===== config.mk =====
export PLATFORM = sky130hd
export DESIGN_NAME = key_mode_sel
export DESIGN_NICKNAME = d
export VERILOG_FILES = /design/src/rtl/key_mode_sel_pkg.sv /design/src/rtl/key_mode_sel_debounce.sv /design/src/rtl/key_mode_sel.sv
export SDC_FILE = /design/constraint.sdc
export NUM_CORES = 1
export LEC_CHECK = 0
export BUFFER_PORTS_ARGS = -buffer_cell sky130_fd_sc_hd__buf_2
export CORE_MARGIN = 4
export CORE_UTILIZATION = 54
export DETAILED_ROUTE_END_ITERATION = 8
export GPL_TIMING_DRIVEN = 1
export PLACE_DENSITY = 0.73
export RECOVER_POWER = 25
export SLEW_MARGIN = 30
export SYNTH_ARGS = -nofsm -noshare
export SYNTH_HDL_FRONTEND = slang
export SYNTH_SLANG_ARGS = --single-unit

===== constraint.sdc =====
create_clock -name clk -period 2.2 [get_ports clk]
set_input_delay 0.22 -clock clk [delete_from_list [all_inputs] [get_ports clk]]
set_output_delay 0.22 -clock clk [all_outputs]
set_load 0.01 [all_outputs]

===== src/rtl/key_mode_sel_pkg.sv =====
// Shared types and defaults for the key-driven mode selector.
// Holds the debounce FSM encoding and the wrap helpers for the mode code.
package key_mode_sel_pkg;

    localparam int DEF_DEBOUNCE_CNT   = 1000000;
    localparam int DEF_LONG_PRESS_CNT = 50000000;
    localparam int DEF_MODE_MAX       = 5;
    localparam int SW_W               = 4;

    typedef enum logic [1:0] {
        DB_IDLE      = 2'd0,
        DB_PRESS_CHK = 2'd1,
        DB_HELD      = 2'd2,
        DB_REL_CHK   = 2'd3
    } db_state_e;

    function automatic logic [SW_W-1:0] mode_inc(input logic [SW_W-1:0] v,
                                                  input logic [SW_W-1:0] max);
        return (v >= max) ? '0 : v + SW_W'(1);
    endfunction

    function automatic logic [SW_W-1:0] mode_dec(input logic [SW_W-1:0] v,
                                                  input logic [SW_W-1:0] max);
        return ((v == '0) || (v > max)) ? max : v - SW_W'(1);
    endfunction

endpackage


===== src/rtl/key_mode_sel_debounce.sv =====
// Two-flop synchronizer plus debounce FSM for one active-low push button.
// Emits a debounced level and single-cycle press/release pulses.
module key_debounce
    import key_mode_sel_pkg::*;
#(
    parameter int DEBOUNCE_CNT = DEF_DEBOUNCE_CNT
) (
    input  logic      clk,
    input  logic      rst,
    input  logic      key_n_i,
    output logic      lvl_o,
    output logic      press_o,
    output logic      release_o,
    output db_state_e state_o
);

    localparam int             CW       = $clog2(DEBOUNCE_CNT + 1);
    localparam logic [CW-1:0]  CNT_LAST = CW'(DEBOUNCE_CNT - 1);
    localparam logic [CW-1:0]  CNT_ONE  = CW'(1);

    logic [1:0]    sync_q;
    db_state_e     state_q;
    logic [CW-1:0] cnt_q;
    logic          press_q;
    logic          release_q;
    logic          pressed;

    // sync_q[1] is the only copy of the raw key the FSM ever looks at.
    assign pressed = ~sync_q[1];

    always_ff @(posedge clk or posedge rst) begin
        if (rst) begin
            sync_q    <= 2'b11;
            state_q   <= DB_IDLE;
            cnt_q     <= '0;
            press_q   <= 1'b0;
            release_q <= 1'b0;
        end else begin
            sync_q    <= {sync_q[0], key_n_i};
            press_q   <= 1'b0;
            release_q <= 1'b0;
            case (state_q)
                DB_IDLE: begin
                    if (pressed) begin
                        if (DEBOUNCE_CNT <= 1) begin
                            state_q <= DB_HELD;
                            press_q <= 1'b1;
                        end else begin
                            state_q <= DB_PRESS_CHK;
                            cnt_q   <= CNT_ONE;
                        end
                    end
                end
                DB_PRESS_CHK: begin
                    if (!pressed) begin
                        state_q <= DB_IDLE;
                        cnt_q   <= '0;
                    end else if (cnt_q >= CNT_LAST) begin
                        state_q <= DB_HELD;
                        cnt_q   <= '0;
                        press_q <= 1'b1;
                    end else begin
                        cnt_q <= cnt_q + CNT_ONE;
                    end
                end
                DB_HELD: begin
                    if (!pressed) begin
                        if (DEBOUNCE_CNT <= 1) begin
                            state_q   <= DB_IDLE;
                            release_q <= 1'b1;
                        end else begin
                            state_q <= DB_REL_CHK;
                            cnt_q   <= CNT_ONE;
                        end
                    end
                end
                DB_REL_CHK: begin
                    if (pressed) begin
                        state_q <= DB_HELD;
                        cnt_q   <= '0;
                    end else if (cnt_q >= CNT_LAST) begin
                        state_q   <= DB_IDLE;
                        cnt_q     <= '0;
                        release_q <= 1'b1;
                    end else begin
                        cnt_q <= cnt_q + CNT_ONE;
                    end
                end
                default: begin
                    state_q <= DB_IDLE;
                    cnt_q   <= '0;
                end
            endcase
        end
    end

    assign lvl_o     = (state_q == DB_HELD) || (state_q == DB_REL_CHK);
    assign press_o   = press_q;
    assign release_o = release_q;
    assign state_o   = state_q;

endmodule


===== src/rtl/key_mode_sel.sv =====
// Mode selector: next/prev buttons step a wrapping mode code, a long hold on
// next forces mode 0. Both buttons are debounced by key_debounce instances.
module key_mode_sel
    import key_mode_sel_pkg::*;
#(
    parameter int DEBOUNCE_CNT   = DEF_DEBOUNCE_CNT,
    parameter int LONG_PRESS_CNT = DEF_LONG_PRESS_CNT,
    parameter int MODE_MAX       = DEF_MODE_MAX
) (
    input  logic            clk,
    input  logic            rst,
    input  logic            key_next_n,
    input  logic            key_prev_n,
    output logic [SW_W-1:0] sw_o,
    output logic            mode_chg,
    output logic [1:0]      key_lvl,
    output db_state_e       dbg_next_state_o,
    output db_state_e       dbg_prev_state_o
);

    localparam int               HW        = $clog2(LONG_PRESS_CNT + 1);
    localparam logic [HW-1:0]    HOLD_LAST = HW'(LONG_PRESS_CNT - 1);
    localparam logic [HW-1:0]    HOLD_MAX  = HW'(LONG_PRESS_CNT);
    localparam logic [SW_W-1:0]  MAX_CODE  = SW_W'(MODE_MAX);

    logic next_press, next_rel, prev_press, prev_rel;
    logic unused_pulses;

    logic [SW_W-1:0] sw_q, sw_d;
    logic            mode_chg_q, mode_chg_d;
    logic [HW-1:0]   hold_q, hold_d;
    logic            long_q, long_d;
    logic            long_hit, next_evt, prev_evt;

    key_debounce #(.DEBOUNCE_CNT(DEBOUNCE_CNT)) u_next (
        .clk       (clk),
        .rst       (rst),
        .key_n_i   (key_next_n),
        .lvl_o     (key_lvl[0]),
        .press_o   (next_press),
        .release_o (next_rel),
        .state_o   (dbg_next_state_o)
    );

    key_debounce #(.DEBOUNCE_CNT(DEBOUNCE_CNT)) u_prev (
        .clk       (clk),
        .rst       (rst),
        .key_n_i   (key_prev_n),
        .lvl_o     (key_lvl[1]),
        .press_o   (prev_press),
        .release_o (prev_rel),
        .state_o   (dbg_prev_state_o)
    );

    assign unused_pulses = ^{next_press, prev_rel};

    // The long flag is cleared when the release pulse is consumed, so that
    // the same pulse still sees it and skips the increment.
    always_comb begin
        hold_d   = hold_q;
        long_d   = long_q;
        sw_d     = sw_q;
        long_hit = key_lvl[0] && (hold_q == HOLD_LAST);
        next_evt = next_rel && !long_q;
        prev_evt = prev_press;

        if (!key_lvl[0]) begin
            hold_d = '0;
        end else if (hold_q != HOLD_MAX) begin
            hold_d = hold_q + HW'(1);
        end

        if (long_hit) begin
            sw_d   = '0;
            long_d = 1'b1;
        end else begin
            if (next_rel) begin
                long_d = 1'b0;
            end
            if (next_evt && !prev_evt) begin
                sw_d = mode_inc(sw_q, MAX_CODE);
            end else if (prev_evt && !next_evt) begin
                sw_d = mode_dec(sw_q, MAX_CODE);
            end
        end

        mode_chg_d = (sw_d != sw_q);
    end

    always_ff @(posedge clk or posedge rst) begin
        if (rst) begin
            sw_q       <= '0;
            mode_chg_q <= 1'b0;
            hold_q     <= '0;
            long_q     <= 1'b0;
        end else begin
            sw_q       <= sw_d;
            mode_chg_q <= mode_chg_d;
            hold_q     <= hold_d;
            long_q     <= long_d;
        end
    end

    assign sw_o     = sw_q;
    assign mode_chg = mode_chg_q;

endmodule


==> flow_summary.ini <==
[outcome]
status = complete, but fails checks
violations = capacitance limit

[drt]
dr_total_vias = 3661
remaining_drc_errors = 0
wirelength_um = 8840
wl_per_cell_um = 14.2
via_per_inst = 5.88
ant_nets = 0
drt_iter0_markers = 195
dr.pass1.iters = 5

[pwr]
vdd_ir_drop_max_mv = 0.461
power_mw = 4.30
power.leakage_nw = 2.07
powerDensity_nw_per_um2 = 877

[grt]
met1_usage_pct = 25.5
grt_use_total_pct = 19.1
grt_pass1_wl_um = 15500
grtUsageMet2_pct = 30.9
grt_pass1_vias = 3478
grt_max_degree = 34
grt_util_met3_pct = 3.96
antenna_found_initial = 0
grt-ovfl-total = 0
top_usage_layer = met2

[sta]
fin_crit_ps = 2100
tightest_slew_ps = 1470
slew_viol_final = 0
hold_viol_final = 0
slew_headroom_pct = 1.26
timing.hold.ws_ps = 353
max_freq_ghz = 0.476
finalSetupViolCount = 0
skew_ps = 10.3
finalCritPeriodShare_pct = 95.5

[layout]
final_area_um2 = 4900
regArea_um2 = 2060
drive_above_1_share_pct = 10.6
area_growth_pct = 11.0
final_net_count = 527
n_fill_cell = 681
multiInputGateArea_um2 = 2190
diodes = 0

[clock_tree]
clk_transition_reported_paths_ps = 90
clk_latency_ps = 350
cts_buffer_depth = 2
cts_root_buffer = clkbuf_8
cts_tree = yes
ctsHtreeMaxLevel = 3
cts_setup_buffers = 0
clock-sinks = 82
cts_made_buffers = 9

[yosys]
syn_inst = 496
yosysSeqAreaShare_pct = 46.5
yosysWarnings = 0
syn_avg_cell_area_um2 = 8.91
synthTopCellsByCount = 78 x dfrtp_1, 56 x nor2_1, 48 x nand2_1, 37 x o21ai_0, 32 x nand3_1
synth_area_um2 = 4420
async_reset_ff_share_pct = 100
synth_ff_type = dfrtp_1
synth_largest_area_cell = dfrtp_1
synth_cell_types = 55
synthTopCellsByArea = dfrtp_1 44%, nor2_1 4.8%, o21ai_0 4.2%, nand2_1 4.1%, nand3_1 3.6%
yosysTopAreaCellShare_pct = 44.2
syn_nets = 507
synth_seq_cells = 82
synth_edf_count = 0
synth_most_common_cell = dfrtp_1

[critical_path]
timing.rr.start = u_next.cnt_q[10]
worstSetupEndpointType = register
cp_max_fo = 32
arrival_ps = 2380
worstSetupPathType = register to register
cp.required_ps = 2480
startpoint = u_next.cnt_q[10]
cp-start-kind = register

[floorplanning]
die_area_um2 = 9700
die_h_um = 98.5
core_um2 = 7850
io_pins = 15
floorplan.initialDensity_pct = 56.3
fp-row-count = 32
die_x_um = 98.5

[placed_design]
place.port_buffers = 14
place_hpwl_um = 6100
place_congestion = 0.873
place_area_um2 = 4630

[min_path]
min_path_type = register to register
min_from = u_prev.sync_q[0]

[flow_run]
cap_violations = 1
[cell type report]
cell class                 instances  area share, %
multi-input combinational        369           44.6
clock inverter                     5           2.12
inverter                          20           1.56
timing repair buffer              34           4.54
tap                              102           2.60
sequential                        82           41.9
clock buffer                      11           2.68
[through the flow]
stage,setup TNS (ps),util [%],setup slack (ps),instances
after global placement,0,59.0,141,604
after CTS,0,62.4,34.6,623
after detailed placement,0,59.0,46.9,604
after global routing,-15.5,62.5,-15.5,623
final,0,62.5,99.6,623
after floorplan,0,-,273,496
[layer usage]
metal	vias to the layer above	part of all wire, %
li1	1802	-
met3	13	4.0
met2	80	48
met4	0	1.5
met5	-	0
met1	1766	46
[cells by family (layout without fill, tap and decap cells)]
group           after synthesis  after routing  synth area share (%)
compound gates              118            118                  16.2
xor+xnor                     28             28                  5.55
fa+ha+maj                     7              7                  1.98
buf+inv                      45             70                  4.61
flops                        82             82                  46.5
mux                           4              4                 0.906
simple gates                212            212                  24.2
[registers in the layout, summed over array words and instances, names as in the netlist, named ones only]
name	flops
u_next.sync_q	2
u_prev.sync_q	2
u_prev.cnt_q	20
u_next.release_o	1
hold_q	26
mode_chg	1
u_next.state_o	1
u_prev.state_o	1
long_q	1
sw_o	4
u_next.cnt_q	20
u_prev.press_o	1
[report_power, final]
group          leakage [nW]  total [mW]  internal [mW]  switching [mW]
clock                 0.118        1.31          0.758           0.556
sequential             1.11        1.80           1.64           0.165
combinational         0.837        1.19          0.433           0.755
total                  2.07        4.30           2.83            1.48
[path summary, 6_finish.rpt]
| kind | slack [ps] | cells after the start | end |
|---|---|---|---|
| worst max-delay path | 100 | 5 | u_next.cnt_q[16] |
| worst min-delay path | 350 | 0 | u_prev.sync_q[1] |
| worst max register to register | 100 | 5 | u_next.cnt_q[16] |
| worst min register to register | 350 | 0 | u_prev.sync_q[1] |
| max in group asynchronous | 540 | 4 | u_next.sync_q[0] |
| min in group asynchronous | 750 | 3 | hold_q[17] |
[critical path, cell delays in order, from the launching register on]
cell,delay (ps)
dfrtp_1,410
or4_4,550
a2111o_1,520
nand2_8,210
o21ai_0,140
a31oi_1,190
[cells in the final DEF, fill, tap and decap left out, drive strengths merged, types with 10 or more instances in the layout]
cell type and instances:
nand2 49, a31oi 20, nand3 32, xor2 12, nand4 14, clkbuf 19, inv 20, o21ai 37
xnor2 16, nor2 56, nor3 10, dfrtp 78, a21oi 29, buf 23
[what timing repair did]
item | CTS | global route
gates resized for setup | 0 | 4
hold buffers | 3 | 0
hold endpoints to repair | 21 | 0
endpoints found under the setup margin | 0 | 14
(Power assumes the default switching activity.)
